### src/rtl/core_fd_queue_if.sv
// Handshake bundle between fetch, the fetch/decode instruction queue and decode.
// The slave modport is the queue's view. The master modport is the surrounding core's view.
interface core_fd_queue_if #(
  parameter int DEPTH = 4
);
  localparam int CW = $clog2(DEPTH) + 1;

  logic [31:0]   fd_istr;
  logic [31:0]   fd_pc;
  logic          fd_valid;
  logic          fd_jump;
  logic          fd_ready;
  logic          flush_en;
  logic          ctr_stop;
  logic [31:0]   id_istr;
  logic [31:0]   id_pc;
  logic          id_jump;
  logic          id_rvc;
  logic          id_valid;
  logic          id_ready;
  logic [CW-1:0] q_count;

  modport slave (
    input  fd_istr, fd_pc, fd_valid, fd_jump, flush_en, ctr_stop, id_ready,
    output fd_ready, id_istr, id_pc, id_jump, id_rvc, id_valid, q_count
  );

  modport master (
    output fd_istr, fd_pc, fd_valid, fd_jump, flush_en, ctr_stop, id_ready,
    input  fd_ready, id_istr, id_pc, id_jump, id_rvc, id_valid, q_count
  );
endinterface

### src/rtl/core_fd_queue.sv
// Fetch-to-decode instruction queue: a circular buffer of DEPTH entries with flush and a decode-issue freeze.
// There is no bypass, so a pushed entry becomes visible at the head on the following cycle.
module core_fd_queue #(
  parameter int DEPTH = 4
) (
  input  logic                  clk,
  input  logic                  rest,
  core_fd_queue_if.slave        q_if
);
  localparam int AW = $clog2(DEPTH);
  localparam int CW = AW + 1;

  logic [31:0]   istr_q [DEPTH];
  logic [31:0]   pc_q   [DEPTH];
  logic          jump_q [DEPTH];
  logic [AW-1:0] wr_ptr_q, wr_ptr_d;
  logic [AW-1:0] rd_ptr_q, rd_ptr_d;
  logic [CW-1:0] count_q, count_d;
  logic          full_s;
  logic          nonempty_s;
  logic          push_s;
  logic          pop_s;

  // Handshake qualifiers; fd_ready depends only on registered occupancy.
  always_comb begin
    full_s     = (count_q == CW'(DEPTH));
    nonempty_s = (count_q != CW'(0));
    push_s     = q_if.fd_valid & ~full_s & ~q_if.flush_en;
    pop_s      = nonempty_s & ~q_if.ctr_stop & q_if.id_ready & ~q_if.flush_en;
  end

  // Pointer and occupancy next-state; a flush overrides any push or pop in the same cycle.
  always_comb begin
    wr_ptr_d = wr_ptr_q;
    rd_ptr_d = rd_ptr_q;
    count_d  = count_q;
    if (q_if.flush_en) begin
      wr_ptr_d = AW'(0);
      rd_ptr_d = AW'(0);
      count_d  = CW'(0);
    end else begin
      if (push_s) begin
        wr_ptr_d = wr_ptr_q + AW'(1);
      end else begin
        wr_ptr_d = wr_ptr_q;
      end
      if (pop_s) begin
        rd_ptr_d = rd_ptr_q + AW'(1);
      end else begin
        rd_ptr_d = rd_ptr_q;
      end
      case ({push_s, pop_s})
        2'b10:   count_d = count_q + CW'(1);
        2'b01:   count_d = count_q - CW'(1);
        default: count_d = count_q;
      endcase
    end
  end

  // Pointer and occupancy registers.
  always_ff @(posedge clk or negedge rest) begin
    if (!rest) begin
      wr_ptr_q <= AW'(0);
      rd_ptr_q <= AW'(0);
      count_q  <= CW'(0);
    end else begin
      wr_ptr_q <= wr_ptr_d;
      rd_ptr_q <= rd_ptr_d;
      count_q  <= count_d;
    end
  end

  // Entry storage; it is cleared on reset so that the head reads as zero out of reset.
  always_ff @(posedge clk or negedge rest) begin
    if (!rest) begin
      for (int i = 0; i < DEPTH; i++) begin
        istr_q[i] <= 32'h0000_0000;
        pc_q[i]   <= 32'h0000_0000;
        jump_q[i] <= 1'b0;
      end
    end else if (push_s) begin
      istr_q[wr_ptr_q] <= q_if.fd_istr;
      pc_q[wr_ptr_q]   <= q_if.fd_pc;
      jump_q[wr_ptr_q] <= q_if.fd_jump;
    end
  end

  assign q_if.fd_ready = ~full_s;
  assign q_if.id_valid = nonempty_s & ~q_if.ctr_stop;
  assign q_if.id_istr  = istr_q[rd_ptr_q];
  assign q_if.id_pc    = pc_q[rd_ptr_q];
  assign q_if.id_jump  = jump_q[rd_ptr_q];
  assign q_if.id_rvc   = (istr_q[rd_ptr_q][1:0] != 2'b11);
  assign q_if.q_count  = count_q;
endmodule

### src/flat_wrapper.sv
// flat-port wrapper written by rule: the top's interface ports become plain ports
module core_fd_queue_flat 
#(
  parameter int DEPTH = 4
)
  (clk, rest, q_if_fd_istr, q_if_fd_pc, q_if_fd_valid, q_if_fd_jump, q_if_flush_en, q_if_ctr_stop, q_if_id_ready, q_if_fd_ready, q_if_id_istr, q_if_id_pc, q_if_id_jump, q_if_id_rvc, q_if_id_valid, q_if_q_count);
  core_fd_queue_if #(.DEPTH(DEPTH)) q_if_i ();
  input  logic clk;
  input  logic rest;
  input wire logic [$bits(q_if_i.fd_istr)-1:0] q_if_fd_istr;
  input wire logic [$bits(q_if_i.fd_pc)-1:0] q_if_fd_pc;
  input wire logic [$bits(q_if_i.fd_valid)-1:0] q_if_fd_valid;
  input wire logic [$bits(q_if_i.fd_jump)-1:0] q_if_fd_jump;
  input wire logic [$bits(q_if_i.flush_en)-1:0] q_if_flush_en;
  input wire logic [$bits(q_if_i.ctr_stop)-1:0] q_if_ctr_stop;
  input wire logic [$bits(q_if_i.id_ready)-1:0] q_if_id_ready;
  output wire logic [$bits(q_if_i.fd_ready)-1:0] q_if_fd_ready;
  output wire logic [$bits(q_if_i.id_istr)-1:0] q_if_id_istr;
  output wire logic [$bits(q_if_i.id_pc)-1:0] q_if_id_pc;
  output wire logic [$bits(q_if_i.id_jump)-1:0] q_if_id_jump;
  output wire logic [$bits(q_if_i.id_rvc)-1:0] q_if_id_rvc;
  output wire logic [$bits(q_if_i.id_valid)-1:0] q_if_id_valid;
  output wire logic [$bits(q_if_i.q_count)-1:0] q_if_q_count;
  assign q_if_i.fd_istr = q_if_fd_istr;
  assign q_if_i.fd_pc = q_if_fd_pc;
  assign q_if_i.fd_valid = q_if_fd_valid;
  assign q_if_i.fd_jump = q_if_fd_jump;
  assign q_if_i.flush_en = q_if_flush_en;
  assign q_if_i.ctr_stop = q_if_ctr_stop;
  assign q_if_i.id_ready = q_if_id_ready;
  assign q_if_fd_ready = q_if_i.fd_ready;
  assign q_if_id_istr = q_if_i.id_istr;
  assign q_if_id_pc = q_if_i.id_pc;
  assign q_if_id_jump = q_if_i.id_jump;
  assign q_if_id_rvc = q_if_i.id_rvc;
  assign q_if_id_valid = q_if_i.id_valid;
  assign q_if_q_count = q_if_i.q_count;
  core_fd_queue #(.DEPTH(DEPTH)) u_core (.clk(clk), .rest(rest), .q_if(q_if_i));
endmodule
### config.mk
export PLATFORM = sky130hd
export DESIGN_NAME = core_fd_queue_flat
export DESIGN_NICKNAME = d
export VERILOG_FILES = /design/src/rtl/core_fd_queue_if.sv /design/src/rtl/core_fd_queue.sv /design/src/flat_wrapper.sv
export SDC_FILE = /design/constraint.sdc
export NUM_CORES = 1
export LEC_CHECK = 0
export ABC_CLOCK_PERIOD_IN_PS = 5000
export CAP_MARGIN = 0
export CORE_UTILIZATION = 55
export DETAILED_ROUTE_END_ITERATION = 12
export PLACE_DENSITY = 0.81
export SLEW_MARGIN = 20
export SYNTH_ARGS = -nofsm -noshare
export SYNTH_HDL_FRONTEND = slang
export SYNTH_SLANG_ARGS = --single-unit
### constraint.sdc
create_clock -name clk -period 5 [get_ports clk]
set_input_delay 0.75 -clock clk [delete_from_list [all_inputs] [get_ports clk]]
set_output_delay 0.75 -clock clk [all_outputs]
set_load 0.03 [all_outputs]
==> metrics.txt <==
Starting Density 0.5639; Seq cells post-synth roughly 270; core area about 0.022 mm2; Syn Area/Cell ~18 um2; clock tree buffer depth 3; CTS clk-pin slew, worst paths 0.06 ns; global placement routability congestion roughly 0.77; Worst Setup End Kind output pin; Setup CP Type flip-flop to output pin; antenna viol nets, final 0; clock skew between 0.01 and 0.015 ns; clk sinks 267; fillers 1453; vias per inst 5.772; fin crit period 3.804 ns; worst path required time about 4.3 ns; CTS tree built; first-pass GRT wire length between 40000 and 50000 um; post-synth top area share 0.5413; Post-synth EDFFs 0; setup violators final 0; Hold Vio Cnt, Final 0; library cells used by synthesis 29; Syn-to-layout area delta 20.03%; Area contributors post-synth dfrtp_1 54%, mux2_4 18%, mux4_2 12%, mux2_2 10%, buf_6 2.1%; Initial DRC Count about 260; ordered cell list for the critical path buf_12 -> mux4_2 -> clkdlybuf4s50_1; FP Rows 54; max cap viols 0; normalized max-slew margin 0.2679; Slew Limit Fails 0; sw power approximately 2.4 mW; DR WL/cell roughly 23 um; die width approximately 150 um; Initial DRT Pass Iterations 4; CTS buffer count 28; drt total wl ~26000 um; RSZ-0062 raised after global routing no; setup bufs post-CTS 0; async set-reset flop share out of synthesis 1.000; sequential area share after synthesis 0.5413; Port Buffer Count between 100 and 150; IO Count roughly 140; Net Sw Frac 0.2917; status complete, no violations; Leakage between 6 and 7 nW; # resized after CTS 0; H-tree levels 1; initial antenna violation count 3; largest net degree at the start of global routing between 100 and 150; die area 0.02305 mm2; die height 151.8 um; top_reg_cell synth dfrtp_1; hold-fix buffers at CTS 0; layout cell share with drive strength beyond 1 0.4689; DR vias between 6000 and 7000; CP Max Fanout 36; r2r setup slk approximately 2.3 ns; sequential share of power 0.417; Gate Count Post-Synth around 680; Tcrit/Tclk final 0.7609; gr ovfl total 0; Ys Warns 0; worst-skew pair later-pin latency ~0.54 ns; internal power 5.927 mW; most frequent cells in the layout 265 x dfrtp_1, 151 x mux2_4, 140 x clkdlybuf4s50_1; fmax around 260 MHz; final setup TNS 0 ns; Layout Cells excl Fill between 1000 and 1500; largest stage delay on the critical path ~0.86 ns; clock root buffer clkbuf_16; pwr/cell area between 500 and 600 mW/mm2; DRC violations left 0; critical path data arrival time 3.05 ns; most common cell after layout, fill and taps aside dfrtp_1; Total GRT Usage 0.2302; Worst-Margin Slew between 1 and 1.5 ns; vias in the first global route ~7500; Max stage delay cell, worst path dfrtp_4; Comb power frac 0.333; post-layout net count ~890; post-synthesis cell area approximately 0.012 mm2; type of the worst min-delay path input port to asynchronous set/reset pin; area leader, netlist dfrtp_1; Detail Placement HPWL about 16000 um; Max VDD drop approximately 0.26 mV; Post-Place Cells 1065; Syn Nets 757; kind of start point of the critical path flip-flop; Clk pwr share 0.251
[cells in the mapped netlist, types with 2 or more instances]
library cell and number:
nand3_1 3, buf_1 3, buf_6 23, clkbuf_1 5, dfrtp_1 267, xnor2_1 2
mux2_2 111, buf_4 4, nor2b_1 4, buf_2 9, nor2_1 6, nand2b_1 2
nand2_1 6, ha_1 4, mux2_4 151, inv_1 4, mux4_2 65
[path summary, 6_finish.rpt]
kind	endpoint	depth (start not counted)	startpoint
max in group asynchronous	u_core.istr_q[64]	2	rest
max reg2reg	u_core.pc_q[1]	5	u_core.q_if.q_count[1]
min in group clk	u_core.pc_q[85]	1	u_core.pc_q[85]
min reg2reg	u_core.pc_q[85]	1	u_core.pc_q[85]
max	q_if_id_istr[16]	3	u_core.rd_ptr_q[0]
min	u_core.pc_q[101]	1	rest
[area by class of cell]
cell class | instances | area [um2] | share of cell area
multi-input cells | 366 | 5315 | 0.3587
clock buffers | 45 | 895.9 | 0.06046
repair buffers | 148 | 1494 | 0.1008
flip-flops and latches | 267 | 6689 | 0.4514
well taps | 280 | 350.3 | 0.02364
inverters | 4 | 15.01 | 0.001013
diodes | 1 | 2.502 | 0.0001689
clock inverters | 6 | 55.05 | 0.003716
[routing by layer]
layer,vias up,global-route usage,part of all wire
met5,-,0,0.00094
met4,4,0.05238,0.017
met3,34,0.04592,0.054
met2,141,0.3701,0.48
met1,3481,0.3264,0.45
li1,2787,-,-
[sequential cells by signal, summed over array words and instances, names as in the netlist]
name,cells
u_core.jump_q,4
u_core.rd_ptr_q,2
u_core.q_if.q_count,3
u_core.istr_q,128
u_core.pc_q,128
u_core.wr_ptr_q,2
[critical path, delay by kind of cell (launching register included)]
| family | cells | cell delay, ns |
|---|---|---|
| buf+inv | 2 | 1.00 |
| flops | 1 | 0.86 |
| mux | 1 | 0.60 |
[power by group through the flow]
| stage | logic (mW) | registers [mW] | clock network [mW] |
|---|---|---|---|
| finish | 2.78 | 3.49 | 2.10 |
| global route | 2.94 | 3.58 | 2.22 |
| CTS | 2.81 | 3.48 | 2.14 |
| detailed placement | 2.79 | 3.49 | 0 |
| global placement | 2.71 | 3.40 | 0 |
| floorplan | 2.05 | 3.30 | 0 |
[logic make-up (layout without fill, tap and decap cells)]
logic type	count (synthesis)	after routing	synth area share
mux	328	328	0.4043
compound gates	3	3	0.001521
buf+inv	48	203	0.03071
xor+xnor	4	4	0.003447
flops	267	267	0.5413
other cells	0	1	0
fa+ha+maj	5	5	0.005676
simple gates	26	26	0.01307
[per-stage QoR]
stage	cell area, um2	power, mW	util	hold slack (ns)	worst slack (ns)
3_5_place_dp	13860	6.285	0.6333	0.4888	1.336
6_report	14820	8.368	0.6768	0.1882	1.196
5_1_grt	14810	8.748	0.6767	0.2382	1.037
2_1_floorplan	12340	5.342	-	0.4544	2.645
3_3_place_gp	13860	6.113	0.6333	0.4821	1.437
4_1_cts	14810	8.433	0.6767	0.2083	1.135
No activity file was read; power rests on OpenSTA's default activity.
